## config.mk

```make
export PLATFORM = sky130hd
export DESIGN_NAME = pipeline_hazard_ctrl
export DESIGN_NICKNAME = d
export VERILOG_FILES = /design/src/rtl/pipeline_hazard_ctrl.sv
export SDC_FILE = /design/constraint.sdc
export NUM_CORES = 1
export LEC_CHECK = 0
export BUFFER_PORTS_ARGS = -buffer_cell sky130_fd_sc_hd__buf_2
export CAP_MARGIN = 20
export CORE_MARGIN = 3
export CORE_UTILIZATION = 30
export DETAILED_ROUTE_END_ITERATION = 6
export PLACE_DENSITY = 0.66
export RECOVER_POWER = 50
export SLEW_MARGIN = 20
export SYNTH_ARGS = -nofsm -noshare
export SYNTH_HDL_FRONTEND = slang
export SYNTH_SLANG_ARGS = --single-unit
```

## constraint.sdc

```tcl
create_clock -name clk -period 1.29 [get_ports clk]
set_input_delay 0.1935 -clock clk [delete_from_list [all_inputs] [get_ports clk]]
set_output_delay 0.1935 -clock clk [all_outputs]
set_load 0.02 [all_outputs]
```

## src/rtl/pipeline_hazard_ctrl.sv

```systemverilog
// Pipeline latch sequencing: load-use stalls, branch flushes and data-memory wait/timeout FSM.
// Optional stall cycle counter enabled by defining STALL_CNT_EN.
module pipeline_hazard_ctrl #(
  parameter int unsigned MEM_TIMEOUT = 255,
  parameter int unsigned TO_W        = 8,
  parameter int unsigned CNT_W       = 32
) (
  input  logic             clk,
  input  logic             reset,
  input  logic [4:0]       id_rs,
  input  logic [4:0]       id_rt,
  input  logic             id_uses_rt,
  input  logic             ex_mem_read,
  input  logic [4:0]       ex_dst,
  input  logic             branch_taken,
  input  logic             mem_access,
  input  logic             mem_ack,
  output logic             pc_en,
  output logic             if_id_en,
  output logic             if_id_flush,
  output logic             id_ex_en,
  output logic             id_ex_flush,
  output logic             ex_m_en,
  output logic             m_wb_en,
  output logic             m_wb_bubble,
  output logic             mem_req,
  output logic             mem_err,
  output logic [CNT_W-1:0] stall_count
);

  typedef enum logic [1:0] {StRun, StMemWait, StError} state_e;

  localparam logic [TO_W-1:0] ToLast = TO_W'(MEM_TIMEOUT - 1);

  state_e          state_q, state_d;
  logic [TO_W-1:0] to_cnt_q, to_cnt_d;
  logic            load_use;
  logic            mem_stall;

  assign load_use = ex_mem_read && (ex_dst != 5'd0) &&
                    ((ex_dst == id_rs) || (id_uses_rt && (ex_dst == id_rt)));

  // The first unacknowledged request cycle in RUN is already frozen.
  assign mem_stall = ((state_q == StRun) && mem_access && !mem_ack) ||
                     ((state_q == StMemWait) && !mem_ack);

  always_ff @(posedge clk or posedge reset) begin
    if (reset) begin
      state_q  <= StRun;
      to_cnt_q <= '0;
    end else begin
      state_q  <= state_d;
      to_cnt_q <= to_cnt_d;
    end
  end

  always_comb begin
    state_d  = state_q;
    to_cnt_d = to_cnt_q;
    case (state_q)
      StRun: begin
        if (mem_access && !mem_ack) begin
          state_d  = StMemWait;
          to_cnt_d = '0;
        end
      end
      StMemWait: begin
        if (mem_ack) begin
          state_d  = StRun;
          to_cnt_d = '0;
        end else begin
          to_cnt_d = to_cnt_q + TO_W'(1);
          if (to_cnt_q == ToLast) begin
            state_d = StError;
          end
        end
      end
      StError: begin
        state_d = StError;
      end
      default: begin
        state_d  = StRun;
        to_cnt_d = '0;
      end
    endcase
  end

  always_comb begin
    pc_en       = 1'b1;
    if_id_en    = 1'b1;
    if_id_flush = 1'b0;
    id_ex_en    = 1'b1;
    id_ex_flush = 1'b0;
    ex_m_en     = 1'b1;
    m_wb_en     = 1'b1;
    m_wb_bubble = 1'b0;
    mem_req     = 1'b0;
    mem_err     = 1'b0;
    if (reset) begin
      pc_en       = 1'b0;
      if_id_en    = 1'b0;
      if_id_flush = 1'b1;
      id_ex_en    = 1'b0;
      id_ex_flush = 1'b1;
      ex_m_en     = 1'b0;
      m_wb_en     = 1'b0;
      m_wb_bubble = 1'b1;
    end else begin
      case (state_q)
        StRun, StMemWait: begin
          mem_req = mem_access || (state_q == StMemWait);
          if (mem_stall) begin
            pc_en       = 1'b0;
            if_id_en    = 1'b0;
            id_ex_en    = 1'b0;
            ex_m_en     = 1'b0;
            m_wb_bubble = 1'b1;
          end else if (branch_taken) begin
            // A coincident load-use is moot: the stalled instruction is squashed.
            if_id_flush = 1'b1;
            id_ex_flush = 1'b1;
          end else if (load_use) begin
            pc_en       = 1'b0;
            if_id_en    = 1'b0;
            id_ex_flush = 1'b1;
          end
        end
        default: begin
          pc_en    = 1'b0;
          if_id_en = 1'b0;
          id_ex_en = 1'b0;
          ex_m_en  = 1'b0;
          m_wb_en  = 1'b0;
          mem_err  = 1'b1;
        end
      endcase
    end
  end

`ifdef STALL_CNT_EN
  logic [CNT_W-1:0] stall_cnt_q;

  always_ff @(posedge clk or posedge reset) begin
    if (reset) begin
      stall_cnt_q <= '0;
    end else if (!pc_en && (stall_cnt_q != {CNT_W{1'b1}})) begin
      stall_cnt_q <= stall_cnt_q + CNT_W'(1);
    end
  end

  assign stall_count = stall_cnt_q;
`else
  assign stall_count = '0;
`endif

endmodule

```

# Yosys cells after proc, flatten, opt, wreduce, memory -nomap -nowiden

Cells that the tools add are included.

Bits in latches: 0
RAM bits: 0
Output and inout bits: 42
Memories kept: 0
Register bits: 10
Memory bits (read-only): 0
Input port bits: 22

Shifts and indexed selects: 0
$lt $le $gt $ge: 0
Equality and inequality tests: 7
Mux-type cells: 33
Add/subtract/negate cells: 1
Multiply operators: 0
Divide/modulo/power cells: 0
Reductions and logical operators: 16
Bitwise operators: 1

Operator list:

| operator              | number |
|---|---|
| $mux W1               | 26 |
| $pmux W8 S3           | 1 |
| $mux W8               | 2 |
| $eq A5 B5 Y1          | 2 |
| $add A8 B1 Y8 const B | 1 |
| $eq A8 B8 Y1 const B  | 1 |
| $logic_and A1 B1 Y1   | 7 |
| $mux W2               | 3 |
| $pmux W2 S3           | 1 |
| $reduce_bool A5 Y1    | 1 |
| $reduce_and A2 Y1     | 2 |
| $logic_or A1 B1 Y1    | 3 |
| $ne A3 B2 Y1 const B  | 1 |
| $eq A2 B1 Y1 const B  | 1 |
| $eq A2 B2 Y1 const B  | 1 |
| $logic_not A2 Y1      | 1 |
| $ne A2 B1 Y1 const B  | 1 |
| $reduce_or A2 Y1      | 1 |
| $logic_not A1 Y1      | 1 |
| $not A1 Y1            | 1 |

# Logic depth before layout (Yosys ltp)

Gate-level depths: netlist of run 1.

Depth after elaboration: 9
Depth in mapped cells: 5
Gate-level depth less buffers: 5

# Least setup slack after synthesis of run 1

No wires, ideal clock.

Kind: reg2out
Start: reg state_q[1]
End: out pc_en
Arrival time: 1.603 ns
Slack: -0.507 ns
Stages on the path, launching flop included: 5
Required time: 1.097 ns
Cells stage by stage: dfrtp_1 -> nor2_1 -> and2_1 -> o31a_1 -> buf_4

Longest elaborated chain between the ends: 7
Elaborated cells between the ends (all ways): 10
Classes of those cells: 1 x eq/ne; 3 x mux; 6 x reduce/logical

RTL lines:

| what                             | line | RTL |
|---|---|---|
| start: declaration               | 35   | `state_e state_q, state_d;` |
| start signal: assignment         | 49   | `state_q <= StRun;` |
| start signal: assignment         | 52   | `state_q <= state_d;` |
| $logic_not A2 Y1                 | n/a  |  |
| $logic_and A1 B1 Y1 (2 in a row) | 44   | `assign mem_stall = ((state_q == StRun) && mem_access && !mem_ack) \|\|` |
| $logic_or A1 B1 Y1               | 44   |  |
| $mux W1                          | n/a  |  |
| $mux W1 * (2 in a row)           | n/a  |  |
| end: declaration                 | 18   | `output logic pc_en,` |

Mark *: on every way between the ends. The rest lies on a longest branch, timed or not.

# Worst setup path in the final report of run 1

Start: in id_rt[4]
End: out pc_en

Longest elaborated chain between the ends: 9

RTL lines:

| what                | line | RTL |
|---|---|---|
| start: declaration  | 11   | `input logic [4:0] id_rt,` |
| $eq A5 B5 Y1        | 41   | `((ex_dst == id_rs) \|\| (id_uses_rt && (ex_dst == id_rt)));` |
| $logic_and A1 B1 Y1 | 41   |  |
| $logic_or A1 B1 Y1  | 41   |  |
| $logic_and A1 B1 Y1 | 40   | `assign load_use = ex_mem_read && (ex_dst != 5'd0) &&` |
| $mux W1             | 122  | `end else if (load_use) begin` |
| $mux W1             | 118  | `end else if (branch_taken) begin` |
| $mux W1             | 112  | `if (mem_stall) begin` |
| $mux W1             | 109  | `case (state_q)` |
| $mux W1             | 99   | `if (reset) begin` |

No other way between the ends.

==> impl_metrics.env, run 1 <==
export IMPL_worst_pin_slew_ps=566
export IMPL_area_delta_synth_final_pct=40.2
export IMPL_cp_arrival_ps=1470
export IMPL_fp_dieArea_um2=4030
export IMPL_diodes=0
export IMPL_die_height_um=63.5
export IMPL_synth_seq_cells=10
export IMPL_dp_cells=207
export IMPL_start_util=0.320
export IMPL_cts_tree="built"
export IMPL_htreeDepth=1
export IMPL_ant_nets=0
export IMPL_start_kind="primary input"
export IMPL_final_cell_area_um2=1390
export IMPL_syn_area_per_cell_um2=8.20
export IMPL_p_int_mw=0.648
export IMPL_irDropWorstVdd_mv=0.489
export IMPL_pwr_share_clk=0.283
export IMPL_clockBufferDepth=2
export IMPL_remaining_drc_errors=0
export IMPL_io_pins=64
export IMPL_hold_path_class="primary input to register"
export IMPL_grt_ovfl_total=0
export IMPL_antenna_found_initial=0
export IMPL_hold_viol=0
export IMPL_layout_nets=197
export IMPL_fp_dieW_um=63.5
export IMPL_rsz0062_at_grt="yes"
export IMPL_synth_warnings=0
export IMPL_port_buffers=31
export IMPL_switching_share=0.358
export IMPL_post_dp_cell_area_um2=1190
export IMPL_maxSlewViolCount=0
export IMPL_maxCapViolCount=0
export IMPL_setup_viol=14
export IMPL_pwr_share_seq=0.335
export IMPL_outcome="finished with violations"
export IMPL_core_um2=3100
export IMPL_first_pass_iters=4
export IMPL_critical_path_class="primary input to output port"
export IMPL_routedWlPerCell_um=11.2
export IMPL_synth_flop_cell="dfrtp_1"
export IMPL_netlist_instances=121
export IMPL_switchingPower_mw=0.362
export IMPL_p_comb_frac=0.382
export IMPL_hpwl_um=1770
export IMPL_final_common_cell="conb_1"
export IMPL_num_rows=20
export IMPL_cts_sinks=10
export IMPL_grt_pass1_vias=794
export IMPL_crit_fanout=2
export IMPL_relSlewSlack=0.623
export IMPL_fin_crit_sh=1.29
export IMPL_grt_max_degree=11
export IMPL_viasPerCell=4.13
export IMPL_synth_edf_count=0
export IMPL_async_reset_ff_frac=1.00
export IMPL_fmax_mhz=602
export IMPL_track_usage=0.112
export IMPL_gp_congestion=0.767
export IMPL_critPathRequiredTime_ps=1100
export IMPL_p_leak_nw=0.689
export IMPL_cts_buffers=3
export IMPL_clk_pin_slew_ps=70
export IMPL_drtIter0Drc=13
export IMPL_grt_pass1_wl_um=3550
export IMPL_syn_area_um2=992
export IMPL_ys_types=33
export IMPL_fin_crit_ps=1660
export IMPL_drive_gt1_frac=0.424
export IMPL_powerDensity_nw_per_um2=726
export IMPL_worstSkewPairLatency_ps=270
export IMPL_synth_seq_area_share=0.252
export IMPL_setup_slack_ps=-370
export IMPL_drt_wl_total_um=2430
export IMPL_violations="setup timing"
export IMPL_root_buffer="clkbuf_4"
export IMPL_whs_ps=361
export IMPL_mostFrequentLayoutCells="32 x conb_1, 20 x buf_4, 19 x buf_2, 10 x xor2_1, 10 x buf_6"
export IMPL_num_vias=892
export IMPL_fin_worst_skew_ps=1.61
export IMPL_end_kind="output port"
export IMPL_final_cell_count_no_fill=216
## cell type report
cell class,count,area [um2]
Inverter,4,15.0
Multi-Input combinational cell,102,657
Sequential cell,10,251
Timing Repair Buffer,52,377
Fill cell,293,1710
Clock buffer,4,36.3
Tap cell,44,55.1
## synthesized netlist by cell type, types with 2 or more instances
master	count	area, um2
nand2_1	6	22.5
xnor2_1	2	17.5
nand3_1	3	15.0
o211ai_1	2	15.0
buf_4	34	255
xor2_1	12	105
dfrtp_1	10	250
ha_1	2	25.0
nor3_1	2	10.0
and2_1	3	18.8
o21ai_0	9	45.0
nor2_1	12	45.0
inv_1	4	15.0
## critical path, stage by stage
cell	delay [ps]
buf_6	100
xor2_2	170
nor4_2	330
a32oi_2	180
o31a_1	350
buf_6	150
## through the flow
step           setup TNS (ps)  utilization  power [mW]  setup slack [ps]
2_1_floorplan            -483            -       0.623              -220
3_3_place_gp             -775        0.385       0.657              -261
3_5_place_dp             -822        0.385       0.660              -265
4_1_cts                 -2160        0.419       0.974              -276
5_1_grt                 -3670        0.448        1.08              -432
6_report                -2520        0.448        1.01              -370
## power groups by stage
stage	Clock [mW]	Combinational (mW)	Sequential, mW
global placement	0	0.316	0.341
detailed placement	0	0.318	0.343
CTS	0.294	0.344	0.336
floorplan	0	0.285	0.338
global route	0.320	0.417	0.341
finish	0.286	0.386	0.339
## logic make-up after synthesis
logic type | Yosys count | synth area share
xor+xnor | 14 | 0.124
flops | 10 | 0.252
compound gates | 21 | 0.144
buf+inv | 40 | 0.281
fa+ha+maj | 2 | 0.0252
other cells | 1 | 0.00378
simple gates | 33 | 0.170
## registers in the layout, indices dropped and copies added (netlist names)
register,count
to_cnt_q,8
state_q,2
## path summary, 6_finish.rpt
| path | startpoint | endpoint | slack (ps) | cells after the start |
|---|---|---|---|---|
| worst max-delay path | id_rt[4] | pc_en | -370 | 6 |
| worst min-delay path | mem_ack | to_cnt_q[1]$_DFFE_PP0P_ | 360 | 3 |
| worst max register to register | state_q[1]$_DFFE_PP0P_ | to_cnt_q[4]$_DFFE_PP0P_ | -80 | 5 |
| worst min register to register | to_cnt_q[7]$_DFFE_PP0P_ | state_q[0]$_DFFE_PP0P_ | 530 | 1 |
| max in group asynchronous | reset | state_q[1]$_DFFE_PP0P_ | 200 | 4 |
| min in group asynchronous | reset | to_cnt_q[3]$_DFFE_PP0P_ | 690 | 4 |
## what timing repair did
action	4_1_cts	5_1_grt
resized for setup	16	22
endpoints found under the hold margin	10	0
hold buffers	1	0
buffers inserted	3	2
pin swaps	2	4
endpoints found under the setup margin	11	18
## routing by layer
metal / share of wire / up-vias / track usage
met1: 0.37 / 421 / 0.130
li1: - / 442 / -
met3: 0.037 / 6 / 0.0339
met4: 0.021 / 0 / 0.0566
met2: 0.57 / 23 / 0.186
met5: 0 / - / 0
No activity file was read; power rests on OpenSTA's default activity.
==> run 2, diff against run 1 <==
--- a/config.mk
+++ b/config.mk
@@ -5,12 +5,12 @@
 export SDC_FILE = /design/constraint.sdc
 export NUM_CORES = 1
 export LEC_CHECK = 0
+export ABC_CLOCK_PERIOD_IN_PS = 1290
 export BUFFER_PORTS_ARGS = -buffer_cell sky130_fd_sc_hd__buf_2
 export CAP_MARGIN = 20
 export CORE_MARGIN = 3
 export CORE_UTILIZATION = 30
 export DETAILED_ROUTE_END_ITERATION = 6
-export PLACE_DENSITY = 0.66
 export RECOVER_POWER = 50
 export SLEW_MARGIN = 20
 export SYNTH_ARGS = -nofsm -noshare
==> run 2 against run 1 <==
Compared with the run above: the flow still finishes with violations (setup timing); non-clock buffer count is 4 higher; total power is 5.8% lower; register-to-register slack worse by 150 ps; maximum frequency is 1.9% higher; global-route usage hardly changed; flip-flop and latch count stayed put; largest power group unchanged.
==> impl_metrics.env, run 2 (synthesis results as in run 1) <==
export IMPL_grt_pass1_vias=895
export IMPL_drt_wl_total_um=2430
export IMPL_htreeDepth=1
export IMPL_grt_pass1_wl_um=3620
export IMPL_reg_top3="to_cnt_q (8), state_q (2)"
export IMPL_num_vias=944
export IMPL_start_util=0.320
export IMPL_critical_path_slowest_cell="dfrtp_2"
export IMPL_irDropWorstVdd_mv=0.339
export IMPL_track_usage=0.113
export IMPL_io_pins=64
export IMPL_hpwl_um=1720
export IMPL_crit_family="flip-flops"
export IMPL_preCtsSetupSlack_ps=-322
export IMPL_reg2reg_slack_ps=-230
export IMPL_root_buffer="clkbuf_4"
export IMPL_tns_ps=-3450
export IMPL_remaining_drc_errors=0
export IMPL_fp_dieW_um=63.5
export IMPL_drtIter0Drc=18
export IMPL_n_fill_cell=302
export IMPL_critical_path_cell_chain="buf_4 > o41ai_2 > buf_4"
export IMPL_outcome="finished with violations"
export IMPL_die_height_um=63.5
export IMPL_whs_endpoint="to_cnt_q[5]$_DFFE_PP0P_"
export IMPL_pwr_share_seq=0.355
export IMPL_relSlewSlack=0.635
export IMPL_p_comb_frac=0.404
export IMPL_max_stage_delay_ps=490
export IMPL_worstSkewPairLatency_ps=270
export IMPL_grt_max_degree=11
export IMPL_maxSlewViolCount=0
export IMPL_pwr_share_clk=0.241
export IMPL_cts_sinks=10
export IMPL_ant_nets=0
export IMPL_worst_pin_slew_ps=548
export IMPL_critPathRequiredTime_ps=1100
export IMPL_start_kind="register"
export IMPL_area_delta_synth_final_pct=42.7
export IMPL_final_common_cell="conb_1"
export IMPL_min_delay_path_depth=5
export IMPL_fmax_mhz=614
export IMPL_p_leak_nw=0.709
export IMPL_whs_ps=415
export IMPL_powerDensity_nw_per_um2=672
export IMPL_drive_gt1_frac=0.449
export IMPL_r2r_end="to_cnt_q[4]$_DFFE_PP0P_"
export IMPL_path_common_cell="buf_4"
export IMPL_cts_tree="built"
export IMPL_grt_ovfl_total=0
export IMPL_mostFrequentLayoutCells="32 x conb_1, 21 x buf_2, 20 x buf_4, 12 x xor2_1, 12 x buf_6"
export IMPL_clk_pin_slew_ps=70
export IMPL_first_pass_iters=4
export IMPL_viasPerCell=4.29
export IMPL_p_int_mw=0.594
export IMPL_worst_r2r_path_depth=6
export IMPL_fp_dieArea_um2=4030
export IMPL_switchingPower_mw=0.357
export IMPL_hold_viol=0
export IMPL_core_um2=3100
export IMPL_switching_share=0.375
export IMPL_diodes=0
export IMPL_hold_start="mem_access"
export IMPL_num_rows=20
export IMPL_fin_crit_ps=1630
export IMPL_end_kind="output port"
export IMPL_fin_worst_skew_ps=5.46
export IMPL_antenna_found_initial=0
export IMPL_cts_buffers=3
export IMPL_crit_fanout=6
export IMPL_port_buffers=31
export IMPL_rsz0062_at_grt="yes"
export IMPL_critPathBufInv=2
export IMPL_gp_congestion=0.782
export IMPL_violations="setup timing"
export IMPL_maxCapViolCount=0
export IMPL_cp_arrival_ps=1440
export IMPL_clockBufferDepth=2
export IMPL_largest_register_ffs=8
export IMPL_routedWlPerCell_um=11.0
export IMPL_fin_crit_sh=1.26
export IMPL_setup_slack_ps=-339
export IMPL_layout_nets=201
export IMPL_hold_path_class="primary input to register"
export IMPL_rr_startpoint="state_q[1]$_DFFE_PP0P_"
export IMPL_critical_path_class="register to output port"
export IMPL_setup_viol=18
export IMPL_regMostFlops="to_cnt_q"
[run 2: changes by cell type in the layout (fill, tap and decap cells not counted), moves of 2 or more]
cell	before	now
buf_2	19	21
buf_6	10	12
nor2_2	4	2
nor2_4	1	4
o21ai_0	4	1
o21ai_2	2	5
xor2_1	10	12
xor2_2	2	0
[run 2: metrics by stage]
stage / cell area, um2 / total power [mW] / util / std cells
after floorplan: 1130 / 0.623 / - / 152
after global placement: 1180 / 0.651 / 0.380 / 205
after detailed placement: 1180 / 0.657 / 0.380 / 205
after CTS: 1280 / 0.908 / 0.413 / 214
after global routing: 1420 / 1.00 / 0.456 / 220
final: 1420 / 0.951 / 0.456 / 220
[run 2: power by group through the flow]
| stage | combinational (mW) | sequential (mW) | clock (mW) |
|---|---|---|---|
| after global routing | 0.418 | 0.339 | 0.247 |
| after CTS | 0.338 | 0.336 | 0.233 |
| after floorplan | 0.285 | 0.338 | 0 |
| final | 0.385 | 0.337 | 0.229 |
| after global placement | 0.310 | 0.341 | 0 |
| after detailed placement | 0.315 | 0.342 | 0 |
[run 2: metal layers]
metal,share of wire,vias to the layer above,GRT usage
li1,-,455,-
met2,0.55,38,0.216
met4,0.038,0,0.0755
met1,0.35,445,0.111
met5,0,-,0
met3,0.054,6,0.0125
[run 2: worst max path at each step]
stage	slack [ps]	from	cells past startpoint	to
floorplan	-220	ex_dst[1]	4	pc_en
global placement	-280	ex_dst[4]	6	id_ex_flush
detailed placement	-320	ex_dst[4]	6	id_ex_flush
CTS	-310	state_q[1]$_DFFE_PP0P_	3	id_ex_flush
global route	-420	state_q[1]$_DFFE_PP0P_	3	id_ex_flush
finish	-340	state_q[1]$_DFFE_PP0P_	3	id_ex_flush
[run 2: tightest hold or removal path, stage by stage]
cell	delay (ps)
buf_2	120
nand2_1	60
o21ai_1	110
buf_4	120
nor2_1	40
[run 2: cell type report]
cell class / count / area, um2 / area share
Multi-Input combinational cell: 102 / 659 / 0.466
Inverter: 4 / 15.0 / 0.0106
Tap cell: 44 / 55.1 / 0.0389
Sequential cell: 10 / 251 / 0.178
Timing Repair Buffer: 56 / 409 / 0.289
Clock buffer: 4 / 26.3 / 0.0186
[run 2: repair_timing]
action | in CTS | in global routing
pin swaps | 4 | 7
setup buffers | 4 | 8
endpoints found under the hold margin | 10 | 0
setup endpoints to repair | 12 | 18
resized for setup | 12 | 35
hold buffers | 1 | 0
==> run 3, diff against run 2 <==
--- a/config.mk
+++ b/config.mk
@@ -10,6 +10,7 @@
 export CAP_MARGIN = 20
 export CORE_MARGIN = 3
 export CORE_UTILIZATION = 30
+export CTS_BUF_LIST = sky130_fd_sc_hd__clkbuf_16
 export DETAILED_ROUTE_END_ITERATION = 6
 export RECOVER_POWER = 50
 export SLEW_MARGIN = 20
==> constraint.sdc (replaced) <==
create_clock -name clk -period 1.29 [get_ports clk]
set_input_delay 0.1935 -clock clk [delete_from_list [all_inputs] [get_ports clk]]
set_output_delay 0.1935 -clock clk [all_outputs]
set_load 0.005 [all_outputs]
==> run 3 against run 2 <==
Compared with the run above: the run still ends with setup timing left; final area rose by 0.44%; critical path depth is 1 higher; non-clock buffer count shrank 5; clock power grew 140%; largest power group is now clock; highest routed layer unchanged.
==> impl_metrics.env, run 3 (synthesis results as in run 1) <==
export IMPL_antenna_found_initial=0
export IMPL_worst_pin_slew_ps=551
export IMPL_dp_cells=205
export IMPL_rsz0062_at_grt="yes"
export IMPL_ant_nets=0
export IMPL_fmax_mhz=662
export IMPL_fp_dieArea_um2=4030
export IMPL_io_pins=64
export IMPL_grt_max_degree=11
export IMPL_port_buffers=31
export IMPL_layout_nets=196
export IMPL_outcome="finished with violations"
export IMPL_fin_crit_sh=1.17
export IMPL_cts_tree="built"
export IMPL_hpwl_um=1750
export IMPL_setup_viol=13
export IMPL_crit_fanout=3
export IMPL_powerDensity_nw_per_um2=825
export IMPL_largest_register_ffs=8
export IMPL_critical_path_cell_chain="nor2_2 > nor2_1 > o41ai_2 > buf_2"
export IMPL_die_height_um=63.5
export IMPL_reg2reg_slack_ps=-70
export IMPL_switchingPower_mw=0.295
export IMPL_final_cell_count_no_fill=215
export IMPL_routedWlPerCell_um=10.8
export IMPL_fp_dieW_um=63.5
export IMPL_critical_path_class="register to output port"
export IMPL_root_buffer="clkbuf_16"
export IMPL_hold_path_class="primary input to asynchronous set/reset pin"
export IMPL_critPathRequiredTime_ps=1100
export IMPL_clockBufferDepth=2
export IMPL_drtIter0Drc=30
export IMPL_pwr_share_seq=0.286
export IMPL_drive_gt1_frac=0.444
export IMPL_max_stage_delay_ps=410
export IMPL_final_common_cell="conb_1"
export IMPL_num_rows=20
export IMPL_core_um2=3100
export IMPL_cts_buffers=3
export IMPL_first_pass_iters=4
export IMPL_critical_path_slowest_cell="dfrtp_1"
export IMPL_tns_ps=-1330
export IMPL_ctsHoldBuffers=0
export IMPL_grt_pass1_wl_um=3620
export IMPL_p_leak_nw=0.694
export IMPL_violations="setup timing"
export IMPL_switching_share=0.251
export IMPL_worstSkewPairLatency_ps=240
export IMPL_reg_top3="to_cnt_q (8), state_q (2)"
export IMPL_area_delta_synth_final_pct=43.4
export IMPL_num_vias=886
export IMPL_grt_ovfl_total=0
export IMPL_maxSlewViolCount=0
export IMPL_viasPerCell=4.12
export IMPL_p_comb_frac=0.251
export IMPL_regMostFlops="to_cnt_q"
export IMPL_cts_sinks=10
export IMPL_relSlewSlack=0.632
export IMPL_n_fill_cell=332
export IMPL_grt_pass1_vias=846
export IMPL_cp_arrival_ps=1320
export IMPL_fin_worst_skew_ps=2.88
export IMPL_diodes=0
export IMPL_hold_viol=0
export IMPL_drt_wl_total_um=2330
export IMPL_end_kind="output port"
export IMPL_p_int_mw=0.879
export IMPL_start_kind="register"
export IMPL_pwr_share_clk=0.463
export IMPL_htreeDepth=1
export IMPL_maxCapViolCount=0
export IMPL_mostFrequentLayoutCells="32 x conb_1, 24 x buf_2, 13 x buf_4, 12 x xor2_1, 12 x buf_6"
export IMPL_start_util=0.320
export IMPL_gp_congestion=0.757
export IMPL_track_usage=0.114
export IMPL_clk_pin_slew_ps=40
export IMPL_setup_slack_ps=-220
export IMPL_fin_crit_ps=1510
export IMPL_remaining_drc_errors=0
export IMPL_irDropWorstVdd_mv=0.355
-- run 3: area by class of cell --
type	count	area, um2	area share
clock buffer	3	75.1	0.0528
clock inverter	1	3.75	0.00264
inverter	4	15.0	0.0106
multi-input combinational	102	662	0.465
sequential	10	251	0.177
tap	44	55.1	0.0387
timing repair buffer	51	360	0.253
-- run 3: metal layers --
layer  vias to the layer above  share of wire  wire length (um)  track usage
li1                        445              -                 -            -
met1                       412           0.39               905        0.128
met2                        25           0.55              1290        0.189
met3                         4          0.051               118       0.0463
met4                         0         0.0064                15       0.0458
met5                         -              0                 0            0
-- run 3: critical path, delay by kind of cell, from the launching register on --
kind / cells / cell delay (ps)
buffers and inverters: 1 / 160
and+or+nand+nor: 2 / 230
AOI/OAI and AO/OA: 1 / 290
DFF: 1 / 410
-- run 3: power by group through the flow --
stage | sequential [mW] | combinational, mW | clock [mW]
floorplan | 0.338 | 0.191 | 0
global placement | 0.339 | 0.229 | 0
detailed placement | 0.339 | 0.231 | 0
CTS | 0.334 | 0.275 | 0.560
global route | 0.338 | 0.331 | 0.570
finish | 0.336 | 0.295 | 0.544
-- run 3: worst paths after layout --
| check | cells past startpoint | end | startpoint |
|---|---|---|---|
| worst max-delay path | 4 | id_ex_flush | state_q[0]$_DFFE_PP0P_ |
| worst min-delay path | 3 | to_cnt_q[1]$_DFFE_PP0P_ | reset |
| worst max register to register | 5 | to_cnt_q[4]$_DFFE_PP0P_ | state_q[1]$_DFFE_PP0P_ |
| worst min register to register | 1 | state_q[0]$_DFFE_PP0P_ | to_cnt_q[7]$_DFFE_PP0P_ |
| max in group asynchronous | 3 | state_q[1]$_DFFE_PP0P_ | reset |
| min in group clk | 5 | to_cnt_q[7]$_DFFE_PP0P_ | mem_access |
-- run 3: what timing repair did --
action / in CTS / in global routing
endpoints found under the setup margin: 9 / 18
resized for setup: 22 / 23
pin swaps: 6 / 5
buffers inserted: 6 / 0
-- run 3: metrics by stage --
stage | hold WS (ps) | setup WS, ps | utilization | total power [mW] | area [um2]
detailed placement | 246 | -232 | 0.374 | 0.570 | 1160
floorplan | 41.7 | -87.7 | - | 0.529 | 1110
global route | 356 | -299 | 0.458 | 1.24 | 1420
finish | 273 | -220 | 0.458 | 1.17 | 1420
global placement | 250 | -216 | 0.374 | 0.568 | 1160
CTS | 5.93 | -202 | 0.438 | 1.17 | 1360
